<file path="src/rtl/quadrilatero_pkg.sv">
// Shared widths and the RF read-port record used by the row dispatcher.
package quadrilatero_pkg;

  localparam int unsigned WIDTH     = 8;
  localparam int unsigned NUM_PORTS = 3;
  localparam int unsigned N_ROWS    = 4;
  localparam int unsigned RADDR_W   = 3;
  localparam int unsigned ROW_W     = $clog2(N_ROWS);
  localparam int unsigned SRC_W     = $clog2(WIDTH);

  typedef struct packed {
    logic               valid;
    logic [RADDR_W-1:0] reg_idx;
    logic [ROW_W-1:0]   row;
    logic [SRC_W-1:0]   src;
  } rf_port_req_t;

endpackage

</file>
<file path="src/rtl/quadrilatero_grant_compactor.sv">
// Picks the lowest NUM_PORTS set bits of a vector as one-hot selects, in ascending order.
module quadrilatero_grant_compactor
  import quadrilatero_pkg::*;
#(
  parameter int unsigned VEC_W   = quadrilatero_pkg::WIDTH,
  parameter int unsigned PORTS_N = quadrilatero_pkg::NUM_PORTS
) (
  input  logic [VEC_W-1:0]              vec_i,
  output logic [PORTS_N-1:0][VEC_W-1:0] sel_o,
  output logic                          overflow_o
);

  logic [VEC_W-1:0] rem_s;

  // Peel off the lowest remaining set bit once per port; anything left over is excess.
  always_comb begin
    rem_s = vec_i;
    sel_o = '0;
    for (int p = 0; p < PORTS_N; p++) begin
      sel_o[p] = rem_s & (~rem_s + VEC_W'(1'b1));
      rem_s    = rem_s & ~sel_o[p];
    end
    overflow_o = |rem_s;
  end

endmodule

</file>
<file path="src/rtl/quadrilatero_row_dispatch.sv">
// Per-slot multi-row operation tracking, arbiter request generation and grant-to-port compaction.
module quadrilatero_row_dispatch
  import quadrilatero_pkg::*;
#(
  parameter int unsigned WIDTH     = quadrilatero_pkg::WIDTH,
  parameter int unsigned NUM_PORTS = quadrilatero_pkg::NUM_PORTS,
  parameter int unsigned N_ROWS    = quadrilatero_pkg::N_ROWS,
  parameter int unsigned RADDR_W   = quadrilatero_pkg::RADDR_W
) (
  input  logic                                 clk_i,
  input  logic                                 rst_ni,
  input  logic [WIDTH-1:0]                     start_i,
  input  logic [WIDTH*RADDR_W-1:0]             reg_idx_i,
  output logic [WIDTH-1:0]                     req_o,
  input  logic [WIDTH-1:0]                     grant_i,
  output logic [NUM_PORTS-1:0]                 port_valid_o,
  output logic [NUM_PORTS*RADDR_W-1:0]         port_reg_o,
  output logic [NUM_PORTS*$clog2(N_ROWS)-1:0]  port_row_o,
  output logic [NUM_PORTS*$clog2(WIDTH)-1:0]   port_src_o,
  output logic [WIDTH-1:0]                     row_done_o,
  output logic                                 err_o
);

  localparam int unsigned RW = $clog2(N_ROWS);
  localparam int unsigned SW = $clog2(WIDTH);
  localparam logic [RW-1:0] LAST_ROW = RW'(N_ROWS - 1);

  logic [WIDTH-1:0]   busy_r;
  logic [RW-1:0]      row_r [WIDTH];
  logic [RADDR_W-1:0] reg_r [WIDTH];
  rf_port_req_t       port_r [NUM_PORTS];
  logic [WIDTH-1:0]   row_done_r;
  logic               err_r;

  logic [WIDTH-1:0]   busy_s;
  logic [RW-1:0]      row_s [WIDTH];
  logic [RADDR_W-1:0] reg_s [WIDTH];
  rf_port_req_t       port_s [NUM_PORTS];
  logic [WIDTH-1:0]   done_s;
  logic               err_s;

  logic [WIDTH-1:0]                 valid_grant_s;
  logic [WIDTH-1:0]                 bad_grant_s;
  logic [WIDTH-1:0]                 served_s;
  logic [NUM_PORTS-1:0][WIDTH-1:0]  sel_s;
  logic                             overflow_s;

  // A grant coinciding with a start is dropped silently; one to an idle slot is a protocol error.
  assign valid_grant_s = grant_i & busy_r & ~start_i;
  assign bad_grant_s   = grant_i & ~busy_r & ~start_i;

  quadrilatero_grant_compactor #(
    .VEC_W   (WIDTH),
    .PORTS_N (NUM_PORTS)
  ) u_compactor (
    .vec_i      (valid_grant_s),
    .sel_o      (sel_s),
    .overflow_o (overflow_s)
  );

  // Gather the selected slot's register, row and index onto each port.
  always_comb begin
    served_s = '0;
    for (int p = 0; p < NUM_PORTS; p++) begin
      port_s[p]       = '0;
      port_s[p].valid = |sel_s[p];
      served_s        = served_s | sel_s[p];
      for (int s = 0; s < WIDTH; s++) begin
        port_s[p].reg_idx = port_s[p].reg_idx | (sel_s[p][s] ? reg_r[s] : {RADDR_W{1'b0}});
        port_s[p].row     = port_s[p].row     | (sel_s[p][s] ? row_r[s] : {RW{1'b0}});
        port_s[p].src     = port_s[p].src     | (sel_s[p][s] ? SW'(s)   : {SW{1'b0}});
      end
    end
  end

  // Next slot state: start restarts unconditionally, a served slot advances one row.
  always_comb begin
    busy_s = busy_r;
    done_s = '0;
    err_s  = err_r | (|bad_grant_s) | overflow_s;
    for (int s = 0; s < WIDTH; s++) begin
      row_s[s] = row_r[s];
      reg_s[s] = reg_r[s];
      if (start_i[s]) begin
        busy_s[s] = 1'b1;
        row_s[s]  = {RW{1'b0}};
        reg_s[s]  = reg_idx_i[s*RADDR_W +: RADDR_W];
      end else if (served_s[s]) begin
        row_s[s]  = row_r[s] + RW'(1'b1);
        busy_s[s] = (row_r[s] != LAST_ROW);
        done_s[s] = (row_r[s] == LAST_ROW);
      end else begin
        busy_s[s] = busy_r[s];
      end
    end
  end

  // State and output register stage.
  always_ff @(posedge clk_i or negedge rst_ni) begin
    if (!rst_ni) begin
      busy_r     <= '0;
      row_done_r <= '0;
      err_r      <= 1'b0;
      for (int s = 0; s < WIDTH; s++) begin
        row_r[s] <= {RW{1'b0}};
        reg_r[s] <= {RADDR_W{1'b0}};
      end
      for (int p = 0; p < NUM_PORTS; p++) begin
        port_r[p] <= '0;
      end
    end else begin
      busy_r     <= busy_s;
      row_done_r <= done_s;
      err_r      <= err_s;
      for (int s = 0; s < WIDTH; s++) begin
        row_r[s] <= row_s[s];
        reg_r[s] <= reg_s[s];
      end
      for (int p = 0; p < NUM_PORTS; p++) begin
        port_r[p] <= port_s[p];
      end
    end
  end

  assign req_o      = busy_r;
  assign row_done_o = row_done_r;
  assign err_o      = err_r;

  for (genvar p = 0; p < NUM_PORTS; p++) begin : g_port
    assign port_valid_o[p]                = port_r[p].valid;
    assign port_reg_o[p*RADDR_W +: RADDR_W] = port_r[p].reg_idx;
    assign port_row_o[p*RW +: RW]           = port_r[p].row;
    assign port_src_o[p*SW +: SW]           = port_r[p].src;
  end

endmodule
</file>
<file path="config.mk">
export PLATFORM = sky130hd
export DESIGN_NAME = quadrilatero_row_dispatch
export DESIGN_NICKNAME = d
export VERILOG_FILES = /design/src/rtl/quadrilatero_pkg.sv /design/src/rtl/quadrilatero_grant_compactor.sv /design/src/rtl/quadrilatero_row_dispatch.sv
export SDC_FILE = /design/constraint.sdc
export NUM_CORES = 1
export LEC_CHECK = 0
export BUFFER_PORTS_ARGS = -buffer_cell sky130_fd_sc_hd__buf_2
export CAP_MARGIN = 10
export CORE_ASPECT_RATIO = 1.1
export CORE_MARGIN = 3
export CORE_UTILIZATION = 60
export CTS_CLUSTER_DIAMETER = 150
export CTS_CLUSTER_SIZE = 24
export DETAILED_ROUTE_END_ITERATION = 16
export PLACE_DENSITY = 0.95
export SETUP_SLACK_MARGIN = 0.4
export SLEW_MARGIN = 30
export SYNTH_ARGS = -nofsm -noshare
export SYNTH_HDL_FRONTEND = slang
export SYNTH_HIERARCHICAL = 1
export SYNTH_SLANG_ARGS = --single-unit
</file>
<file path="constraint.sdc">
create_clock -name clk_i -period 7.5 [get_ports clk_i]
set_input_delay 0.75 -clock clk_i [delete_from_list [all_inputs] [get_ports clk_i]]
set_output_delay 0.75 -clock clk_i [all_outputs]
set_load 0.01 [all_outputs]
</file>
### Yosys cells after proc, flatten, opt, wreduce, memory -nomap -nowiden

Cells that the tools add are included.

* flip-flop bits (word level): 84
* output and inout bits: 44
* bits of input ports: 42
* word-level logic and storage cells: 277

* bitwise gates (word level): 82
* reduce and logical (&&, ||, !) cells: 13
* $add $sub $neg: 11
* equality and inequality tests: 16
* mux-type cells: 117

Operator list (count)
* $mux W3: 36
* $mux W2: 46
* $or A3 B3 Y3: 30
* $and A8 B8 Y8: 10
* $not A8 Y8: 8
* $or A2 B2 Y2: 24
* $reduce_or A8 Y1: 5
* $mux W1: 35
* $add A8 B1 Y8 const B: 3
* $add A2 B1 Y2 const B: 8
* $eq A2 B2 Y1 const B: 8
* $ne A2 B2 Y1 const B: 8
* $or A8 B8 Y8: 2
* $reduce_bool A2 Y1: 8
* $or A2 B3 Y3: 3
* $or A1 B2 Y2: 3
* $or A1 B1 Y1: 2

### Longest topological paths before layout

* depth after elaboration: 23
* depth in mapped cells: 12
* depth with buffers taken out: 9

### By module

Netlist, hierarchy kept.

Modules (own cells, without submodules)
* quadrilatero_row_dispatch: cells each 316, area each 3932.5 µm², sequential area each 2102.0 µm², times used 1
* quadrilatero_grant_compactor: cells each 80, area each 543.0 µm², sequential area each 0.0 µm², times used 1

### Worst setup path before layout

Ideal clock, no wire load.

* path type: input -> register
* start point: in start_i[1]
* end point: reg port_r (netlist bit port_valid_o[2])
* required time: 7.369 ns
* path slack: 4.162 ns
* stages on the path: 11
* arrival: 3.207 ns
* buffers on the path: 3
* setup time: 0.131 ns
* path through: clkbuf_1 -> and3b_1 -> buf_6 -> or4_4 -> a21o_1 -> o31a_4 -> mux2i_1 -> and3_1 -> buf_12 -> or4_4 -> nand2b_4

RTL lines
* start, declared: line quadrilatero_row_dispatch.sv:12 `input logic [WIDTH-1:0] start_i,`
* end signal, assigned by index: line quadrilatero_row_dispatch.sv:120 `port_r[p] <= port_s[p];`
* end, declared: line quadrilatero_row_dispatch.sv:31 `rf_port_req_t port_r [NUM_PORTS];`

==> impl_metrics.yaml <==
critical_path:
  timing.critical_path.from_type: "input port"
  data_arrival_time_of_the_critical_path_ns: 3.60
  critPathSlowestCell: "sky130_fd_sc_hd__or4_4"
  critical_path_cell_list: "buf_2 > and3b_1 > or4_4 > nor3_2 > and2_1 > o211a_1 > nor3_4 > a211o_1"
  critical_path.max_fanout: 16
  worst_setup_path_end_kind: "flip-flop"
  timing.critical_path.slowest_cell_delay_ns: 0.64
  cp_data_required_time_ns: 7.74
  timing_worst_setup_path_type: "in -> reg"
die:
  dieWidth_um: 88.3
  dieHeight_um: 96.6
  std_cell_rows: 32
  core_area_mm2: 0.00713
  initial_utilization: 0.628
  io_pins: 86
  die_area_mm2: 0.00853
place:
  gp_routability_congestion: 1.02
  dpl.hpwl_mm: 8.41
  pre_cts_ws_ns: 3.92
  dpl-instance-area_mm2: 0.00486
  placement.io_buffers: 85
synthesis:
  asyncSetResetFlopFracSynth: 1.00
  distinct_cell_type_count_after_synthesis: 50
  ys.warnings.count: 6
  postSynth.topFlopCell: "sky130_fd_sc_hd__dfrtp_1"
  avgSynthCellArea_um2: 11.3
  synthCells: 396
  post_synth_instance_area_mm2: 0.00448
  ys_seq_area_frac: 0.470
  number_of_enable_type_register_cells_in_the_synthesized_netlist: 0
  ys_seq_elements: 84
power:
  power.ir.vdd_worst_v: 0.000138
  switching_power_mw: 0.335
  p_leak_nw: 2.36
  intPower_mw: 0.751
  powerDensity_mw_per_mm2: 215
  switching_share: 0.308
  fin_total_pwr_mw: 1.09
  power.combinational.fraction: 0.201
  clockPowerShare: 0.299
  sequential_cell_fraction_of_total_power: 0.500
clock_tree:
  cts_post_setup_buffers_inserted: 0
  tritoncts: "built"
  number_of_clock_buffers_inserted_by_tritoncts: 9
  cts.root.buffer_cell: "sky130_fd_sc_hd__clkbuf_8"
  clock_latency_ns: 0.35
  htreeDepth: 3
  clock_tree.buffer_depth: 2
  cts.repair.resized: 0
  clock_pin_slew_on_the_worst_setup_and_hold_paths_ns: 0.09
  holdBufCountCts: 0
  cts.sink_count: 84
timing:
  skew_ns: 0.00784
  grt_setup_unrepaired: "no"
  min_period_ns: 3.37
  clock.fmax_mhz: 297
  layout_setup_ws_ns: 4.13
  tns_ns: 0
  final_slew_violations: 0
  count_of_endpoints_failing_setup_in_the_final_report: 0
  slew_headroom: 0.362
  final-hold-violation-count: 0
  worst-slew-pin-transition_ns: 0.955
  fin_crit_sh: 0.449
route:
  final_antenna_net_count: 0
  totalWireLength_mm: 12.0
  num_vias: 3756
  drt-vias-per-instance: 6.79
  detailedRoute.firstPassIterationCount: 9
  drt_iter0_markers: 587
  drc_errors: 0
  wl_per_cell_um: 21.7
hold_path:
  worst_hold_path_type: "in -> async"
cells_and_area:
  layout-drive-gt1-share: 0.318
  syn_to_final_growth_pct: 13.1
  most-common-layout-cells: "sky130_fd_sc_hd__dfrtp_1 (84), sky130_fd_sc_hd__buf_2 (84), sky130_fd_sc_hd__a22oi_1 (60)"
  design_area_mm2: 0.00506
  finalNetCount: 514
  antenna-diode-count: 0
run:
  maxCapViolCount: 0
run_status:
  status: "finished, final reports clean"
grt:
  maximum_number_of_pins_on_one_net_before_global_route_repair: 85
  grt.total_usage: 0.295
  grt_pass1_wl_mm: 18.9
  via_count_of_the_first_global_routing_pass: 3687
  globalRoute.totalOverflow: 0
  grt_antenna_before_repair: 0
cells in the mapped netlist, drive strengths merged, types with 2 or more instances:
master  number  share of area
a21o         4         0.0067
o211a        2         0.0045
nand3        6         0.0067
xnor2        2         0.0039
nor3        17          0.037
a22oi       60           0.10
nor2b        5         0.0070
a31oi        2         0.0028
or4         10          0.020
dfrtp       84           0.47
buf         11          0.025
nor4         4         0.0056
mux2i       16          0.036
clkbuf      22          0.018
ha           8          0.022
nand4       15          0.021
a21boi       2         0.0034
a211o        2         0.0039
inv          6         0.0050
nand2b      11          0.020
nand2        6         0.0050
and2         4         0.0056
nor2        24          0.020
and3         3         0.0042
and3b        9          0.018
xor2         9          0.018
nor3b       13          0.022
mux2        24          0.060
worst max-delay path: cells and delay by family:
family	cells	cell delay (ns)
buffers and inverters	1	0.17
and+or+nand+nor	5	1.87
AOI/OAI and AO/OA	2	0.81
power by group through the flow:
stage	clock, mW	sequential (mW)	combinational (mW)
2_1_floorplan	0	0.550	0.133
3_3_place_gp	0	0.547	0.203
3_5_place_dp	0	0.550	0.213
4_1_cts	0.328	0.541	0.215
5_1_grt	0.349	0.549	0.237
6_report	0.324	0.544	0.218
metrics by stage:
step           std cells   util  hold slack [ns]
2_1_floorplan        398      -            0.454
3_3_place_gp         538  0.680            0.479
3_5_place_dp         538  0.682            0.485
4_1_cts              553  0.710            0.531
5_1_grt              553  0.710            0.476
6_report             553  0.710            0.432
registers in the layout (all words and copies together), names as in the netlist:
signal	count
port_reg_o	9
err_o	1
port_valid_o	3
req_o	8
reg_r	24
port_src_o	9
row_r	16
row_done_o	8
port_row_o	6
layer usage:
layer,track usage,up-vias,share of wire
li1,-,1627,-
met1,0.396,1760,0.37
met2,0.453,295,0.46
met3,0.0772,74,0.13
met4,0.130,0,0.044
met5,0,-,0
final cells by class:
| class | instances | area (um^2) |
|---|---|---|
| clock buffers | 9 | 124 |
| repair buffers | 88 | 454 |
| fillers | 518 | 2060 |
| well taps | 85 | 106 |
| inverters | 6 | 22.5 |
| flip-flops and latches | 84 | 2100 |
| clock inverters | 6 | 73.8 |
| multi-input cells | 275 | 2180 |
worst paths after layout:
path	slack (ns)	from	depth (start not counted)	to
worst max-delay path	4.13	start_i[1]	8	req_o[7]$_DFFE_PN0P_
worst min-delay path	0.43	rst_ni	1	reg_r[20]$_DFFE_PN0P_
worst max register to register	4.29	req_o[1]$_DFFE_PN0P_	7	req_o[7]$_DFFE_PN0P_
worst min register to register	0.52	err_o$_DFF_PN0_	2	err_o$_DFF_PN0_
max in group asynchronous	6.56	rst_ni	1	req_o[3]$_DFFE_PN0P_
min in group clk_i	0.52	err_o$_DFF_PN0_	2	err_o$_DFF_PN0_
kinds of logic after synthesis:
kind of cell | synth area share
xor+xnor | 0.0215
simple gates | 0.196
fa+ha+maj | 0.0249
other cells | 0.000838
buf+inv | 0.0484
compound gates | 0.142
mux | 0.0962
flops | 0.470
No activity file was read; power rests on OpenSTA's default activity.
